[src/rtl/cpu_types_pkg.sv]
// Shared CPU control types; request_unit FSM state encoding.
// Pure types, no logic, no latency.
package cpu_types_pkg;

  typedef enum logic [1:0] {
    FETCH  = 2'd0,
    DATA   = 2'd1,
    HALTED = 2'd2
  } reqstate_t;

endpackage

[src/rtl/request_unit_if.sv]
// Control-unit/memory side signals of request_unit, one modport per side.
// No logic; the ru side drives requests, the tb side drives hits and decodes.
interface request_unit_if;

  logic        iREN;
  logic        dREN;
  logic        dWEN;
  logic        halt;
  logic        ihit;
  logic        dhit;
  logic        imemREN;
  logic        dmemREN;
  logic        dmemWEN;
  logic        pc_en;
  logic        halted;
  logic        mem_err;
  logic [31:0] retired;

  modport ru (
    input  iREN, dREN, dWEN, halt, ihit, dhit,
    output imemREN, dmemREN, dmemWEN, pc_en, halted, mem_err, retired
  );

  modport tb (
    output iREN, dREN, dWEN, halt, ihit, dhit,
    input  imemREN, dmemREN, dmemWEN, pc_en, halted, mem_err, retired
  );

endinterface

[src/rtl/request_unit.sv]
// Sequences instruction fetch then optional data access; pc_en pulses in the hit cycle.
// Memory stalls by withholding ihit/dhit; a data wait beyond WAIT_LIMIT faults and halts.
module request_unit
  import cpu_types_pkg::*;
#(
  parameter logic [7:0] WAIT_LIMIT = 8'd255
) (
  input  logic           CLK,
  input  logic           RST,
  request_unit_if.ru     ruif
);

  reqstate_t   state, state_n;
  logic        dren_q, dren_n;
  logic        dwen_q, dwen_n;
  logic [7:0]  wait_q, wait_n;
  logic        err_q, err_n;
  logic [31:0] retired_q;
  logic        rst_q;
  logic        imem_ren, dmem_ren, dmem_wen, pc_en;

  always_comb begin
    state_n  = state;
    dren_n   = dren_q;
    dwen_n   = dwen_q;
    wait_n   = wait_q;
    err_n    = err_q;
    imem_ren = 1'b0;
    dmem_ren = 1'b0;
    dmem_wen = 1'b0;
    pc_en    = 1'b0;
    case (state)
      FETCH: begin
        imem_ren = ruif.iREN;
        // A hit seen right after reset belongs to the aborted request.
        if (ruif.ihit && !rst_q) begin
          if (ruif.halt) begin
            state_n = HALTED;
          end else if (ruif.dREN || ruif.dWEN) begin
            state_n = DATA;
            dren_n  = ruif.dREN;
            dwen_n  = ruif.dWEN;
            wait_n  = 8'd0;
          end else begin
            pc_en = 1'b1;
          end
        end
      end
      DATA: begin
        dmem_ren = dren_q;
        dmem_wen = dwen_q;
        if (ruif.dhit) begin
          pc_en   = 1'b1;
          dren_n  = 1'b0;
          dwen_n  = 1'b0;
          state_n = FETCH;
        end else if (wait_q == WAIT_LIMIT) begin
          err_n   = 1'b1;
          dren_n  = 1'b0;
          dwen_n  = 1'b0;
          state_n = HALTED;
        end else begin
          wait_n = wait_q + 8'd1;
        end
      end
      HALTED: ;
      default: state_n = FETCH;
    endcase
    if (RST) pc_en = 1'b0;
  end

  always_ff @(posedge CLK) begin
    if (RST) begin
      state     <= FETCH;
      dren_q    <= 1'b0;
      dwen_q    <= 1'b0;
      wait_q    <= 8'd0;
      err_q     <= 1'b0;
      retired_q <= 32'd0;
      rst_q     <= 1'b1;
    end else begin
      state  <= state_n;
      dren_q <= dren_n;
      dwen_q <= dwen_n;
      wait_q <= wait_n;
      err_q  <= err_n;
      rst_q  <= 1'b0;
      if (pc_en) retired_q <= retired_q + 32'd1;
    end
  end

  assign ruif.imemREN = imem_ren;
  assign ruif.dmemREN = dmem_ren;
  assign ruif.dmemWEN = dmem_wen;
  assign ruif.pc_en   = pc_en;
  assign ruif.halted  = (state == HALTED);
  assign ruif.mem_err = err_q;
  assign ruif.retired = retired_q;

endmodule

[src/flat_wrapper.sv]
// flat-port wrapper written by rule: the top's interface ports become plain ports
module request_unit_flat import cpu_types_pkg::*;
#(
  parameter logic [7:0] WAIT_LIMIT = 8'd255
)
  (CLK, RST, ruif_iREN, ruif_dREN, ruif_dWEN, ruif_halt, ruif_ihit, ruif_dhit, ruif_imemREN, ruif_dmemREN, ruif_dmemWEN, ruif_pc_en, ruif_halted, ruif_mem_err, ruif_retired);
  request_unit_if ruif_i ();
  input  logic CLK;
  input  logic RST;
  input wire logic [$bits(ruif_i.iREN)-1:0] ruif_iREN;
  input wire logic [$bits(ruif_i.dREN)-1:0] ruif_dREN;
  input wire logic [$bits(ruif_i.dWEN)-1:0] ruif_dWEN;
  input wire logic [$bits(ruif_i.halt)-1:0] ruif_halt;
  input wire logic [$bits(ruif_i.ihit)-1:0] ruif_ihit;
  input wire logic [$bits(ruif_i.dhit)-1:0] ruif_dhit;
  output wire logic [$bits(ruif_i.imemREN)-1:0] ruif_imemREN;
  output wire logic [$bits(ruif_i.dmemREN)-1:0] ruif_dmemREN;
  output wire logic [$bits(ruif_i.dmemWEN)-1:0] ruif_dmemWEN;
  output wire logic [$bits(ruif_i.pc_en)-1:0] ruif_pc_en;
  output wire logic [$bits(ruif_i.halted)-1:0] ruif_halted;
  output wire logic [$bits(ruif_i.mem_err)-1:0] ruif_mem_err;
  output wire logic [$bits(ruif_i.retired)-1:0] ruif_retired;
  assign ruif_i.iREN = ruif_iREN;
  assign ruif_i.dREN = ruif_dREN;
  assign ruif_i.dWEN = ruif_dWEN;
  assign ruif_i.halt = ruif_halt;
  assign ruif_i.ihit = ruif_ihit;
  assign ruif_i.dhit = ruif_dhit;
  assign ruif_imemREN = ruif_i.imemREN;
  assign ruif_dmemREN = ruif_i.dmemREN;
  assign ruif_dmemWEN = ruif_i.dmemWEN;
  assign ruif_pc_en = ruif_i.pc_en;
  assign ruif_halted = ruif_i.halted;
  assign ruif_mem_err = ruif_i.mem_err;
  assign ruif_retired = ruif_i.retired;
  request_unit #(.WAIT_LIMIT(WAIT_LIMIT)) u_core (.CLK(CLK), .RST(RST), .ruif(ruif_i));
endmodule
[config.mk]
export PLATFORM = sky130hd
export DESIGN_NAME = request_unit_flat
export DESIGN_NICKNAME = d
export VERILOG_FILES = /design/src/rtl/cpu_types_pkg.sv /design/src/rtl/request_unit_if.sv /design/src/rtl/request_unit.sv /design/src/flat_wrapper.sv
export SDC_FILE = /design/constraint.sdc
export NUM_CORES = 1
export LEC_CHECK = 0
export BUFFER_PORTS_ARGS = -buffer_cell sky130_fd_sc_hd__buf_2
export CAP_MARGIN = 15
export CORE_UTILIZATION = 45
export DETAILED_ROUTE_END_ITERATION = 16
export GPL_TIMING_DRIVEN = 0
export PLACE_DENSITY = 0.67
export SYNTH_ARGS = -nofsm -noshare
export SYNTH_HDL_FRONTEND = slang
export SYNTH_SLANG_ARGS = --single-unit
[constraint.sdc]
create_clock -name CLK -period 7.05 [get_ports CLK]
set_clock_uncertainty 0.1 [all_clocks]
set_input_delay 1.41 -clock CLK [delete_from_list [all_inputs] [get_ports CLK]]
set_output_delay 1.41 -clock CLK [all_outputs]
set_load 0.005 [all_outputs]
# Yosys cells after proc, flatten, opt, wreduce, memory -nomap -nowiden
# Index checks and enable logic that the tools add are counted.
[word_totals]
register_bits = 46
word_cells = 62
[classes]
addsub = 2
eq_ne = 10
mux = 32
bitwise = 2
reduce_logical = 9
[ops]
columns = ["cell", "n"]
rows = [
  ["2-to-1 mux 8 bit", 5],
  ["adder 32 x 1 -> 32 bit (second input constant)", 1],
  ["2-to-1 mux 1 bit", 17],
  ["one-hot mux 8 bit (2 select lines)", 1],
  ["2-to-1 mux 2 bit", 5],
  ["adder 8 x 1 -> 8 bit (second input constant)", 1],
  ["== test 8 bit (second input constant)", 1],
  ["inequality test 2 bit (second input constant)", 3],
  ["inequality test 3 x 2 -> 1 bit (second input constant)", 2],
  ["one-hot mux 1 bit (2 select lines)", 3],
  ["one-hot mux 2 bit (3 select lines)", 1],
  ["AND reduction 6 bit", 1],
  ["AND reduction 5 bit", 1],
  ["inequality test 2 x 1 -> 1 bit (second input constant)", 2],
  ["AND reduction 4 bit", 1],
  ["AND reduction 3 bit", 1],
  ["== test 2 x 1 -> 1 bit (second input constant)", 1],
  ["== test 2 bit (second input constant)", 1],
  ["logical NOT 2 bit", 1],
  ["inverter 1 bit", 2],
  ["nonzero test 2 bit", 1],
  ["logical AND 1 bit", 1],
  ["logical NOT 1 bit", 1],
  ["logical OR 1 bit", 1],
]

# Depth between registers and ports, before layout
[depth]
ltp_word = 6
ltp_mapped = 8

# Worst setup path after synthesis
# OpenSTA, ideal clock, no wires.
[synth_path]
path_kind = "input-to-output"
from = "in RST"
to = "out ruif_pc_en"
arrival_ns = 2.041
setup_slack_ns = 3.499
stages = 3
cell_sequence = "clkbuf_1 clkbuf_1 nor2_1"
[synth_between]
elab_chain_len = 1
[synth_lines]
columns = ["element", "line_no", "text"]
rows = [
  ["from (decl)", "flat_wrapper.sv:9", "input logic RST;"],
  ["2-to-1 mux 1 bit", "request_unit.sv:69", "if (RST) pc_en = 1'b0;"],
  ["to (decl)", "flat_wrapper.sv:19", "output wire logic [$bits(ruif_i.pc_en)-1:0] ruif_pc_en;"],
]
# No other way between the ends.

# Worst setup path in the final report
# Ends and elaborated chain as after synthesis.

==> metrics.yaml <==
placement:
  port_buffers: 45
  place_inst: 388
  dp_hpwl_mm: 3.75
  pre_cts_slack_ns: 2.99
  place_congestion: 0.794
  place_area_um2: 2590
grt:
  antenna_found_initial: 0
  grt_max_degree: 15
  grt_pass1_wl_mm: 8.88
  first_global_vias: 1871
  grt_overflow_total: 0
  grtUsageTotal_pct: 21.5
synth:
  synthTopCellsByArea: "dfxtp_1 40%, nor2_1 5.6%, xnor2_1 5.4%"
  synthTopCellsByCount: "46 x dfxtp_1, 34 x nor2_1, 23 x a21oi_1, 19 x nand2_1, 16 x nand3_1"
  yosysTopAreaCell: "dfxtp_1"
  yosysTopAreaCellShare_pct: 40.4
  yosysMostFrequentCell: "dfxtp_1"
  synth_area_um2: 2280
  synth.avg_cell_area_um2: 8.26
  async_reset_ff_share_pct: 0
  netlist_instances: 276
  ys_warn_count: 0
  ys_seq_elements: 46
  synthesis.nets: 286
  ys_types: 43
  synth_ff_type: "dfxtp_1"
  synth_edf_count: 0
  seq_area_frac_synth_pct: 40.4
power:
  peakVddDrop_uv: 88.7
  p_sw_mw: 0.104
  combinationalPowerShare_pct: 5.0
  power.leakage_nw: 0.981
  pwr-share-clk_pct: 40.2
  p_per_area_nw_per_um2: 177
  p_int_mw: 0.374
  seqPwrFrac_pct: 54.8
  p_sw_share_pct: 21.7
  total_power_mw: 0.478
layout:
  design_area_um2: 2700
  drive_gt1_share_pct: 19.5
  stdcell_count: 396
  syn2layout_area_growth_pct: 18.3
  antenna_cells: 0
  fin_nets: 338
  final_core_utilization_pct: 56.3
die:
  initial_core_util_pct: 47.6
  chipHeight_um: 73.2
  dieArea_um2: 5350
  coreArea_um2: 4790
  pin_count: 46
  rows: 25
  chipWidth_um: 73.2
setup_path:
  critPathRequiredTime_ns: 5.54
  critPathLaunchType: "input pin"
  critPathTopFamily: "buffers and inverters"
  worstPathMaxFanout: 10
  path_buf_inv: 4
  critical_path_class: "in -> out"
  path_cells: "buf_2 -> clkbuf_1 -> clkbuf_1 -> nor2_1 -> buf_2"
  cp-end-kind: "output port"
  crit_path_max_incr_delay_ns: 0.42
  slowest_stage: "clkbuf_1"
  cp_data_arrival_time_ns: 2.53
sta:
  slew_viol_final: 0
  finalCritPeriodShare_pct: 57.4
  fin_crit_ns: 4.04
  worst_slack_ns: 3.01
  rsz0062_at_grt: "no"
  fmax_mhz: 247
  maxSlewHeadroom_pct: 56.2
  setup_tns_ns: 0
  setup_viol: 0
  hold_slack_ns: 0.380
  worstMarginPinSlew_ns: 0.656
  hold_viol_final: 0
route:
  drt_iter0_markers: 109
  wl_mm: 5.27
  drc_errors: 0
  drt_first_pass_iters: 4
  antenna_left: 0
  vias: 2106
  viasPerCell: 5.32
  wl_per_cell_um: 13.3
clocking:
  insertion_delay_ns: 0.29
  cts_buffers: 5
  post_cts_resized: 0
  cts.sinks: 46
  clk_path_buf_depth: 2
  clk_pin_slew_ns: 0.08
  hold_buffers: 0
  cts_setup_buffers: 0
  clock-root-buffer: "clkbuf_8"
  htreeDepth: 2
  tritoncts: "yes"
outcome:
  status: "finished clean"
flow_run:
  cap_violations: 0
worst_hold_path:
  worst_hold_path_type: "reg -> reg"
power by group through the flow:
stage,Combinational (mW),Clock [mW],Sequential (mW)
after floorplan,0.0153,0,0.268
after detailed placement,0.0238,0,0.268
after CTS,0.0239,0.199,0.262
final,0.0239,0.192,0.262
after global placement,0.0238,0,0.268
after global routing,0.0271,0.211,0.263
registers in the layout (all words and copies together), names as in the netlist:
name,count
u_core.ruif.retired,32
u_core.wait_q,8
u_core.state,2
u_core.dren_q,1
u_core.dwen_q,1
u_core.rst_q,1
u_core.ruif.mem_err,1
metal layers:
metal / wire [um] / vias to the layer above / part of all wire [%] / global-route usage (%)
met4: 19 / 0 / 0.36 / 3.92
met1: 2680 / 979 / 51 / 30.4
met5: 0 / - / 0 / 0
li1: - / 1092 / - / -
met2: 2350 / 33 / 45 / 33.0
met3: 212 / 2 / 4.0 / 5.52
path summary, 6_finish.rpt:
| kind | from | end | slack, ns | cells past startpoint |
|---|---|---|---|---|
| min reg2reg | u_core.ruif.mem_err$_SDFFE_PP0P_ | u_core.ruif.mem_err$_SDFFE_PP0P_ | 0.38 | 2 |
| min | u_core.ruif.mem_err$_SDFFE_PP0P_ | u_core.ruif.mem_err$_SDFFE_PP0P_ | 0.38 | 2 |
| max | RST | ruif_pc_en | 3.01 | 5 |
| max reg2reg | u_core.ruif.retired[0]$_SDFFE_PP0P_ | u_core.ruif.retired[28]$_SDFFE_PP0P_ | 4.47 | 7 |
cell type report:
class / count / area [um2]
plain buffers: 16 / 71.3
clock buffers: 5 / 68.8
clock inverters: 3 / 40.0
fillers: 473 / 2090
inverters: 8 / 30.0
multi-input cells: 206 / 1260
flip-flops and latches: 46 / 921
well taps: 67 / 83.8
repair buffers: 45 / 225
worst min-delay path, stage by stage, from the launching register on:
cell and delay [ns]:
dfxtp_1 0.34, a21oi_1 0.04, nor2_1 0.07
kinds of logic after synthesis:
logic type | after synthesis | synth area share, %
DFF | 46 | 40.4
muxes | 2 | 0.879
xor gates and xnor gates | 19 | 7.30
AOI/OAI and AO/OA | 49 | 13.6
and+or+nand+nor | 134 | 32.2
buffers and inverters | 24 | 4.45
adders and majority gates | 2 | 1.10
cell usage in the layout (no fill, tap or decap), types with 5 or more instances in the layout:
master / count
buf_2: 48
nor2_1: 34
clkbuf_8: 5
o31ai_1: 10
inv_1: 8
dfxtp_1: 46
a21oi_1: 23
o21ai_0: 5
nand3_1: 16
nand4_1: 7
or4_1: 12
nor4_1: 7
clkbuf_1: 12
xnor2_1: 14
nand2_1: 19
and2_1: 5
nor3_1: 6
xor2_1: 5
Note: power is estimated with default switching activity, not from simulation.
